==> config.mk <==
export PLATFORM = sky130hd
export DESIGN_NAME = db15_joy_tx
export DESIGN_NICKNAME = d
export VERILOG_FILES = /design/src/rtl/db15_pkg.sv /design/src/rtl/db15_debounce.sv /design/src/rtl/db15_joy_tx.sv
export SDC_FILE = /design/constraint.sdc
export NUM_CORES = 1
export LEC_CHECK = 0
export ABC_AREA = 1
export BUFFER_PORTS_ARGS = -buffer_cell sky130_fd_sc_hd__buf_2
export CORE_MARGIN = 3
export CORE_UTILIZATION = 50
export CTS_BUF_LIST = sky130_fd_sc_hd__clkbuf_4
export DETAILED_ROUTE_END_ITERATION = 10
export PLACE_DENSITY_LB_ADDON = 0.25
export SYNTH_ARGS = -nofsm -noshare
export SYNTH_HDL_FRONTEND = slang
export SYNTH_SLANG_ARGS = --single-unit
==> constraint.sdc <==
create_clock -name clk -period 4.6 [get_ports clk]
set_clock_uncertainty 0.2 [all_clocks]
set_input_delay 0.23 -clock clk [delete_from_list [all_inputs] [get_ports clk]]
set_output_delay 0.23 -clock clk [all_outputs]
set_load 0.01 [all_outputs]
==> src/rtl/db15_pkg.sv <==
// Shared constants, state encoding and frame packing for the DB15 joystick transmitter.
package db15_pkg;

    localparam int unsigned FRAME_BITS  = 32;
    localparam int unsigned PLAYER_BITS = 16;
    localparam int unsigned BTN_BITS    = 12;

    typedef enum logic [1:0] {
        IDLE,
        SHIFT,
        DONE
    } db15_state_t;

    localparam int unsigned BTN_R      = 0;
    localparam int unsigned BTN_L      = 1;
    localparam int unsigned BTN_D      = 2;
    localparam int unsigned BTN_U      = 3;
    localparam int unsigned BTN_A      = 4;
    localparam int unsigned BTN_B      = 5;
    localparam int unsigned BTN_C      = 6;
    localparam int unsigned BTN_X      = 7;
    localparam int unsigned BTN_Y      = 8;
    localparam int unsigned BTN_Z      = 9;
    localparam int unsigned BTN_START  = 10;
    localparam int unsigned BTN_SELECT = 11;

    // Active-high frame word; the unused top bits of each player word read as released.
    function automatic logic [FRAME_BITS-1:0] frame_word(
        input logic [BTN_BITS-1:0] p1,
        input logic [BTN_BITS-1:0] p2
    );
        return {{(PLAYER_BITS-BTN_BITS){1'b0}}, p2,
                {(PLAYER_BITS-BTN_BITS){1'b0}}, p1};
    endfunction

endpackage

==> src/rtl/db15_debounce.sv <==
// Single-input debouncer: the accepted level flips only after the raw level
// has differed from it for DEBOUNCE_CYC consecutive cycles.
module db15_debounce #(
    parameter int unsigned DEBOUNCE_CYC = 4096
) (
    input  logic clk,
    input  logic reset_n,
    input  logic raw,
    output logic level
);

    localparam int unsigned CW = (DEBOUNCE_CYC > 1) ? $clog2(DEBOUNCE_CYC) : 1;
    localparam logic [CW-1:0] TERM = CW'(DEBOUNCE_CYC - 1);

    logic [CW-1:0] cnt_q, cnt_d;
    logic          level_q, level_d;

    always_comb begin
        cnt_d   = cnt_q;
        level_d = level_q;
        if (raw == level_q) begin
            cnt_d = '0;
        end else if (cnt_q == TERM) begin
            level_d = ~level_q;
            cnt_d   = '0;
        end else begin
            cnt_d = cnt_q + 1'b1;
        end
    end

    always_ff @(posedge clk or negedge reset_n) begin
        if (!reset_n) begin
            cnt_q   <= '0;
            level_q <= 1'b0;
        end else begin
            cnt_q   <= cnt_d;
            level_q <= level_d;
        end
    end

    assign level = level_q;

endmodule

==> src/rtl/db15_joy_tx.sv <==
// DB15 joystick link transmitter: emulates the receiver-facing 74HC165 shift chain.
// Optional button debouncing is enabled with the DB15_TX_DEBOUNCE_EN macro.
module db15_joy_tx
    import db15_pkg::*;
#(
    parameter int unsigned DEBOUNCE_CYC = 4096
) (
    input  logic                clk,
    input  logic                reset_n,
    input  logic [BTN_BITS-1:0] p1_btn,
    input  logic [BTN_BITS-1:0] p2_btn,
    input  logic                joy_clk,
    input  logic                joy_load,
    output logic                joy_data,
    output logic                frame_done,
    output logic                err_short,
    output logic                err_overrun
);

    localparam int unsigned CNT_W = $clog2(FRAME_BITS);
    localparam logic [CNT_W-1:0] LAST_BIT = CNT_W'(FRAME_BITS - 1);

    logic [2*BTN_BITS-1:0] btn_meta_q, btn_meta_d;
    logic [2*BTN_BITS-1:0] btn_sync_q, btn_sync_d;
    logic [2*BTN_BITS-1:0] btn_db;

    logic clk_meta_q, clk_meta_d, clk_sync_q, clk_sync_d, clk_hist_q, clk_hist_d;
    logic load_meta_q, load_meta_d, load_sync_q, load_sync_d, load_hist_q, load_hist_d;

    db15_state_t           state_q, state_d;
    logic [FRAME_BITS-1:0] sr_q, sr_d;
    logic [CNT_W-1:0]      bit_cnt_q, bit_cnt_d;
    logic                  frame_done_q, frame_done_d;
    logic                  err_short_q, err_short_d;
    logic                  err_overrun_q, err_overrun_d;

    logic                  clk_rise;
    logic                  load_fall;
    logic [FRAME_BITS-1:0] frame;

`ifdef DB15_TX_DEBOUNCE_EN
    for (genvar i = 0; i < 2*BTN_BITS; i++) begin : g_deb
        db15_debounce #(
            .DEBOUNCE_CYC(DEBOUNCE_CYC)
        ) u_deb (
            .clk    (clk),
            .reset_n(reset_n),
            .raw    (btn_sync_q[i]),
            .level  (btn_db[i])
        );
    end
`else
    assign btn_db = btn_sync_q;
`endif

    assign clk_rise  = clk_sync_q & ~clk_hist_q;
    assign load_fall = ~load_sync_q & load_hist_q;
    assign frame     = frame_word(btn_db[BTN_BITS-1:0], btn_db[2*BTN_BITS-1:BTN_BITS]);

    always_comb begin
        btn_meta_d  = {p2_btn, p1_btn};
        btn_sync_d  = btn_meta_q;
        clk_meta_d  = joy_clk;
        clk_sync_d  = clk_meta_q;
        clk_hist_d  = clk_sync_q;
        load_meta_d = joy_load;
        load_sync_d = load_meta_q;
        load_hist_d = load_sync_q;
    end

    always_comb begin
        state_d       = state_q;
        sr_d          = sr_q;
        bit_cnt_d     = bit_cnt_q;
        frame_done_d  = 1'b0;
        err_short_d   = 1'b0;
        err_overrun_d = 1'b0;

        // Load low keeps the register transparent and masks any clock edge seen with it.
        if (!load_sync_q) begin
            sr_d      = ~frame;
            bit_cnt_d = '0;
            if (load_fall) begin
                if (state_q == SHIFT && bit_cnt_q != '0) begin
                    err_short_d = 1'b1;
                end
                state_d = SHIFT;
            end
        end else if (clk_rise) begin
            case (state_q)
                SHIFT: begin
                    sr_d = {1'b1, sr_q[FRAME_BITS-1:1]};
                    if (bit_cnt_q == LAST_BIT) begin
                        state_d      = DONE;
                        bit_cnt_d    = '0;
                        frame_done_d = 1'b1;
                    end else begin
                        bit_cnt_d = bit_cnt_q + 1'b1;
                    end
                end
                DONE:    err_overrun_d = 1'b1;
                default: ;
            endcase
        end
    end

    always_ff @(posedge clk or negedge reset_n) begin
        if (!reset_n) begin
            btn_meta_q    <= '0;
            btn_sync_q    <= '0;
            clk_meta_q    <= 1'b1;
            clk_sync_q    <= 1'b1;
            clk_hist_q    <= 1'b1;
            load_meta_q   <= 1'b1;
            load_sync_q   <= 1'b1;
            load_hist_q   <= 1'b1;
            state_q       <= IDLE;
            sr_q          <= '1;
            bit_cnt_q     <= '0;
            frame_done_q  <= 1'b0;
            err_short_q   <= 1'b0;
            err_overrun_q <= 1'b0;
        end else begin
            btn_meta_q    <= btn_meta_d;
            btn_sync_q    <= btn_sync_d;
            clk_meta_q    <= clk_meta_d;
            clk_sync_q    <= clk_sync_d;
            clk_hist_q    <= clk_hist_d;
            load_meta_q   <= load_meta_d;
            load_sync_q   <= load_sync_d;
            load_hist_q   <= load_hist_d;
            state_q       <= state_d;
            sr_q          <= sr_d;
            bit_cnt_q     <= bit_cnt_d;
            frame_done_q  <= frame_done_d;
            err_short_q   <= err_short_d;
            err_overrun_q <= err_overrun_d;
        end
    end

    assign joy_data    = (state_q == SHIFT) ? sr_q[0] : 1'b1;
    assign frame_done  = frame_done_q;
    assign err_short   = err_short_q;
    assign err_overrun = err_overrun_q;

endmodule
==> impl_metrics.sql <==
INSERT INTO impl_metrics (metric_group, metric, value, unit) VALUES
('outcome', 'status', 'finished, final reports clean', ''),
('setup_path', 'criticalPathCategory', 'reg2reg', ''),
('clocking', 'post_cts_buffers', '0', ''),
('sta', 'timing.hold.ws', '0.1596', 'ns'),
('finish', 'multi_input_logic_area', '810.8', 'um^2'),
('floorplan', 'die-height', '87.47', 'um'),
('routing', 'drcViolationCount', '0', ''),
('setup_path', 'critical-path-slowest-cell', 'sky130_fd_sc_hd__dfstp_2', ''),
('finish', 'fillers', '533', ''),
('global_routing', 'vias_in_the_first_global_route', '2075', ''),
('clocking', 'cts_num_sinks', '92', ''),
('synth', 'synthCells', '291', ''),
('placed_design', 'detailedPlacementHpwl', '2893', 'um'),
('synth', 'ys_warn_count', '0', ''),
('setup_path', 'worst-endpoint-required', '4.73', 'ns'),
('synth', 'synth-async-reset-ratio', '100.0', '%'),
('routing', 'finalWirelength', '4993', 'um'),
('clocking', 'cts-root-buf', 'sky130_fd_sc_hd__clkbuf_4', ''),
('floorplan', 'dieArea', '7650', 'um^2'),
('sta', 'pin_slew_with_the_least_headroom_to_its_limit', '1.002', 'ns'),
('synth', 'synth.distinct_cells', '25', ''),
('pwr', 'comb_power_share', '8.3', '%'),
('routing', 'drt_pre_antenna_iters', '4', ''),
('synth', 'combinational_family_with_the_most_area_after_synthesis', 'simple AND/OR/NAND/NOR gates', ''),
('pwr', 'seq_power_share', '63.2', '%'),
('run', 'max_cap_violations', '0', ''),
('synth', 'yosys.area_share.xor_xnor', '0', '%'),
('setup_path', 'critical_path_arrival', '2.24', 'ns'),
('synth', 'ys_seq_area_share', '70.66', '%'),
('worst_hold_path', 'class_of_the_tightest_hold_or_removal_check', 'in2async', ''),
('clocking', 'tritoncts', 'yes', ''),
('synth', 'synth-edff-count', '0', ''),
('sta', 'rsz0062_at_grt', 'no', ''),
('pwr', 'clockPowerShare', '28.6', '%'),
('synth', 'area_fraction_in_and_or_nand_and_nor_cells_after_synthesis', '17.76', '%'),
('setup_path', 'critPathMaxFanout', '58', ''),
('clocking', 'cts_made_buffers', '9', ''),
('setup_path', 'critPathTopFamily', 'flip-flops', ''),
('clocking', 'clock_tree.buffer_depth', '2', ''),
('floorplan', 'row_count', '29', ''),
('global_routing', 'grt_antenna_before_repair', '0', ''),
('global_routing', 'grt_first_pass_wirelength', '8976', 'um'),
('setup_path', 'crit_path_end_kind', 'flip-flop', ''),
('pwr', 'worst_ir_drop_vdd', '0.2164', 'mV'),
('routing', 'ant_nets', '0', ''),
('global_routing', 'grt.overflow.total', '0', ''),
('sta', 'slew_violations', '0', ''),
('setup_path', 'critical_path.max_stage_delay', '1.22', 'ns'),
('setup_path', 'worst-path-buf-inv', '1', ''),
('synth', 'synth.avg_cell_area', '11.40', 'um^2'),
('sta', 'hold_viol', '0', ''),
('pwr', 'net-switching-power', '0.0003568', 'W'),
('finish', 'area_growth_syn_to_layout', '17.01', '%'),
('synth', 'synth.cell_area', '3318', 'um^2'),
('sta', 'post-route-period-util', '46.02', '%'),
('placed_design', 'gpl.final_weighted_congestion', '0.7583', ''),
('floorplan', 'starting_density_of_the_core', '51.96', '%'),
('clocking', 'cts.reportedPaths.clkPinSlew', '0.13', 'ns'),
('floorplan', 'core_area', '6386', 'um^2'),
('setup_path', 'timing.critical_path.from_type', 'flip-flop', ''),
('routing', 'avgRoutedWirePerCell', '11.56', 'um'),
('clocking', 'post_cts.resized_instances', '0', ''),
('setup_path', 'worstPathCellList', 'inv_1 -> nor4_1', ''),
('clocking', 'clk_latency', '0.42', 'ns'),
('clocking', 'ctsHtreeMaxLevel', '3', ''),
('synth', 'synth.ff_latch_count', '92', ''),
('finish', 'seq_area', '2345', 'um^2'),
('placed_design', 'placement.io_buffers', '31', ''),
('global_routing', 'groute.usage.overall', '15.68', '%'),
('finish', 'design.final.nets', '381', ''),
('sta', 'setup_violations', '0', '');
-- registers in the layout, summed over array words and instances, names as in the netlist --
signal       cells
err_short        1
btn_db          24
btn_meta_q      24
clk_hist_q       1
clk_meta_q       1
sr_q            28
bit_cnt_q        5
frame_done       1
load_meta_q      1
state_q          2
err_overrun      1
load_hist_d      1
load_hist_q      1
clk_hist_d       1
-- area by class of cell --
cell class | count | share of cell area (%)
tap | 77 | 2.481
timing repair buffer | 59 | 11.21
multi-input combinational | 172 | 20.88
inverter | 16 | 1.547
clock inverter | 7 | 1.740
clock buffer | 9 | 1.740
sequential | 92 | 60.39
-- Yosys cell counts, types with 3 or more instances --
| cell | count | area share [%] |
|---|---|---|
| sky130_fd_sc_hd__dfrtp_1 | 58 | 44 |
| sky130_fd_sc_hd__nor2_1 | 16 | 1.8 |
| sky130_fd_sc_hd__ha_1 | 3 | 1.1 |
| sky130_fd_sc_hd__o21ai_0 | 21 | 3.2 |
| sky130_fd_sc_hd__inv_1 | 14 | 1.6 |
| sky130_fd_sc_hd__nand2_1 | 96 | 11 |
| sky130_fd_sc_hd__nand2_4 | 4 | 1.4 |
| sky130_fd_sc_hd__o21ai_1 | 10 | 1.5 |
| sky130_fd_sc_hd__nor2_2 | 3 | 0.57 |
| sky130_fd_sc_hd__buf_6 | 7 | 2.4 |
| sky130_fd_sc_hd__nand3_1 | 5 | 0.75 |
| sky130_fd_sc_hd__dfstp_2 | 34 | 27 |
-- layer usage --
metal  vias to the layer above  wire length [um]  GRT usage, %
met4                         0               122         8.926
met5                         -                 0             0
met1                       983              2381         18.88
li1                       1031                 -             -
met2                        37              2307         25.07
met3                        11               182         4.636
-- power groups by stage --
stage | logic [W] | registers [W] | clock network (W)
3_5_place_dp | 0.000107 | 0.000944 | 0
2_1_floorplan | 0.0000815 | 0.000930 | 0
5_1_grt | 0.000145 | 0.000938 | 0.000478
6_report | 0.000122 | 0.000930 | 0.000421
4_1_cts | 0.000124 | 0.000930 | 0.000442
3_3_place_gp | 0.000103 | 0.000943 | 0
-- layout by cell type (no fill, tap or decap) --
cell,n
sky130_fd_sc_hd__nor2_2,3
sky130_fd_sc_hd__o21ai_0,21
sky130_fd_sc_hd__a21oi_1,2
sky130_fd_sc_hd__clkinv_1,1
sky130_fd_sc_hd__o22ai_1,2
sky130_fd_sc_hd__buf_2,30
sky130_fd_sc_hd__dfrtp_1,58
sky130_fd_sc_hd__buf_4,2
sky130_fd_sc_hd__clkinv_2,2
sky130_fd_sc_hd__nor2_1,16
sky130_fd_sc_hd__nand2_4,4
sky130_fd_sc_hd__nand2_8,1
sky130_fd_sc_hd__bufinv_16,1
sky130_fd_sc_hd__or2_2,1
sky130_fd_sc_hd__nand2_2,2
sky130_fd_sc_hd__nor4_1,1
sky130_fd_sc_hd__nand2_1,96
sky130_fd_sc_hd__inv_1,14
sky130_fd_sc_hd__clkinv_4,1
sky130_fd_sc_hd__nor2_4,2
sky130_fd_sc_hd__o21ai_1,10
sky130_fd_sc_hd__ha_1,3
sky130_fd_sc_hd__a31oi_1,1
sky130_fd_sc_hd__inv_2,2
sky130_fd_sc_hd__nand3_1,5
sky130_fd_sc_hd__clkbuf_4,9
sky130_fd_sc_hd__dfstp_2,34
sky130_fd_sc_hd__nand4_1,2
sky130_fd_sc_hd__clkinvlp_4,2
sky130_fd_sc_hd__dlygate4sd3_1,27
-- worst paths after layout --
check / startpoint / endpoint / slack, ns / cells past startpoint
setup / recovery: load_hist_d$_DFF_PN1_ / err_overrun$_DFF_PN0_ / 2.48 / 2
hold / removal: reset_n / frame_done$_DFF_PN0_ / 0.16 / 2
setup reg to reg: load_hist_d$_DFF_PN1_ / err_overrun$_DFF_PN0_ / 2.48 / 2
hold reg to reg: btn_meta_q[14]$_DFF_PN0_ / btn_db[14]$_DFF_PN0_ / 0.16 / 0
max in group asynchronous: reset_n / sr_q[27]$_DFFE_PN1P_ / 3.09 / 3
min in group clk: btn_meta_q[14]$_DFF_PN0_ / btn_db[14]$_DFF_PN0_ / 0.16 / 0
-- cell families after synthesis --
logic type / count (synthesis)
flip-flops: 92
adder cells (fa/ha/maj): 3
buffers and inverters: 27
AO/OA/AOI/OAI: 36
AND/OR/NAND/NOR: 133
-- worst reg2reg max path, cell delays in order, from the launching register on --
cell	delay [ns]
sky130_fd_sc_hd__dfstp_2	1.22
sky130_fd_sc_hd__inv_1	0.28
sky130_fd_sc_hd__nor4_1	0.33
-- per-stage QoR --
| step | setup WS, ns | power [W] | instance area [um^2] | instances | util [%] |
|---|---|---|---|---|---|
| after floorplan | 3.144 | 0.001011 | 3318 | 291 | - |
| after CTS | 2.449 | 0.001497 | 3882 | 432 | 60.80 |
| after global routing | 2.206 | 0.001562 | 3882 | 432 | 60.80 |
| after detailed placement | 2.478 | 0.001051 | 3477 | 389 | 54.45 |
| final | 2.483 | 0.001472 | 3882 | 432 | 60.80 |
| after global placement | 2.535 | 0.001046 | 3477 | 389 | 54.45 |
Note: power is estimated with default switching activity, not from simulation.
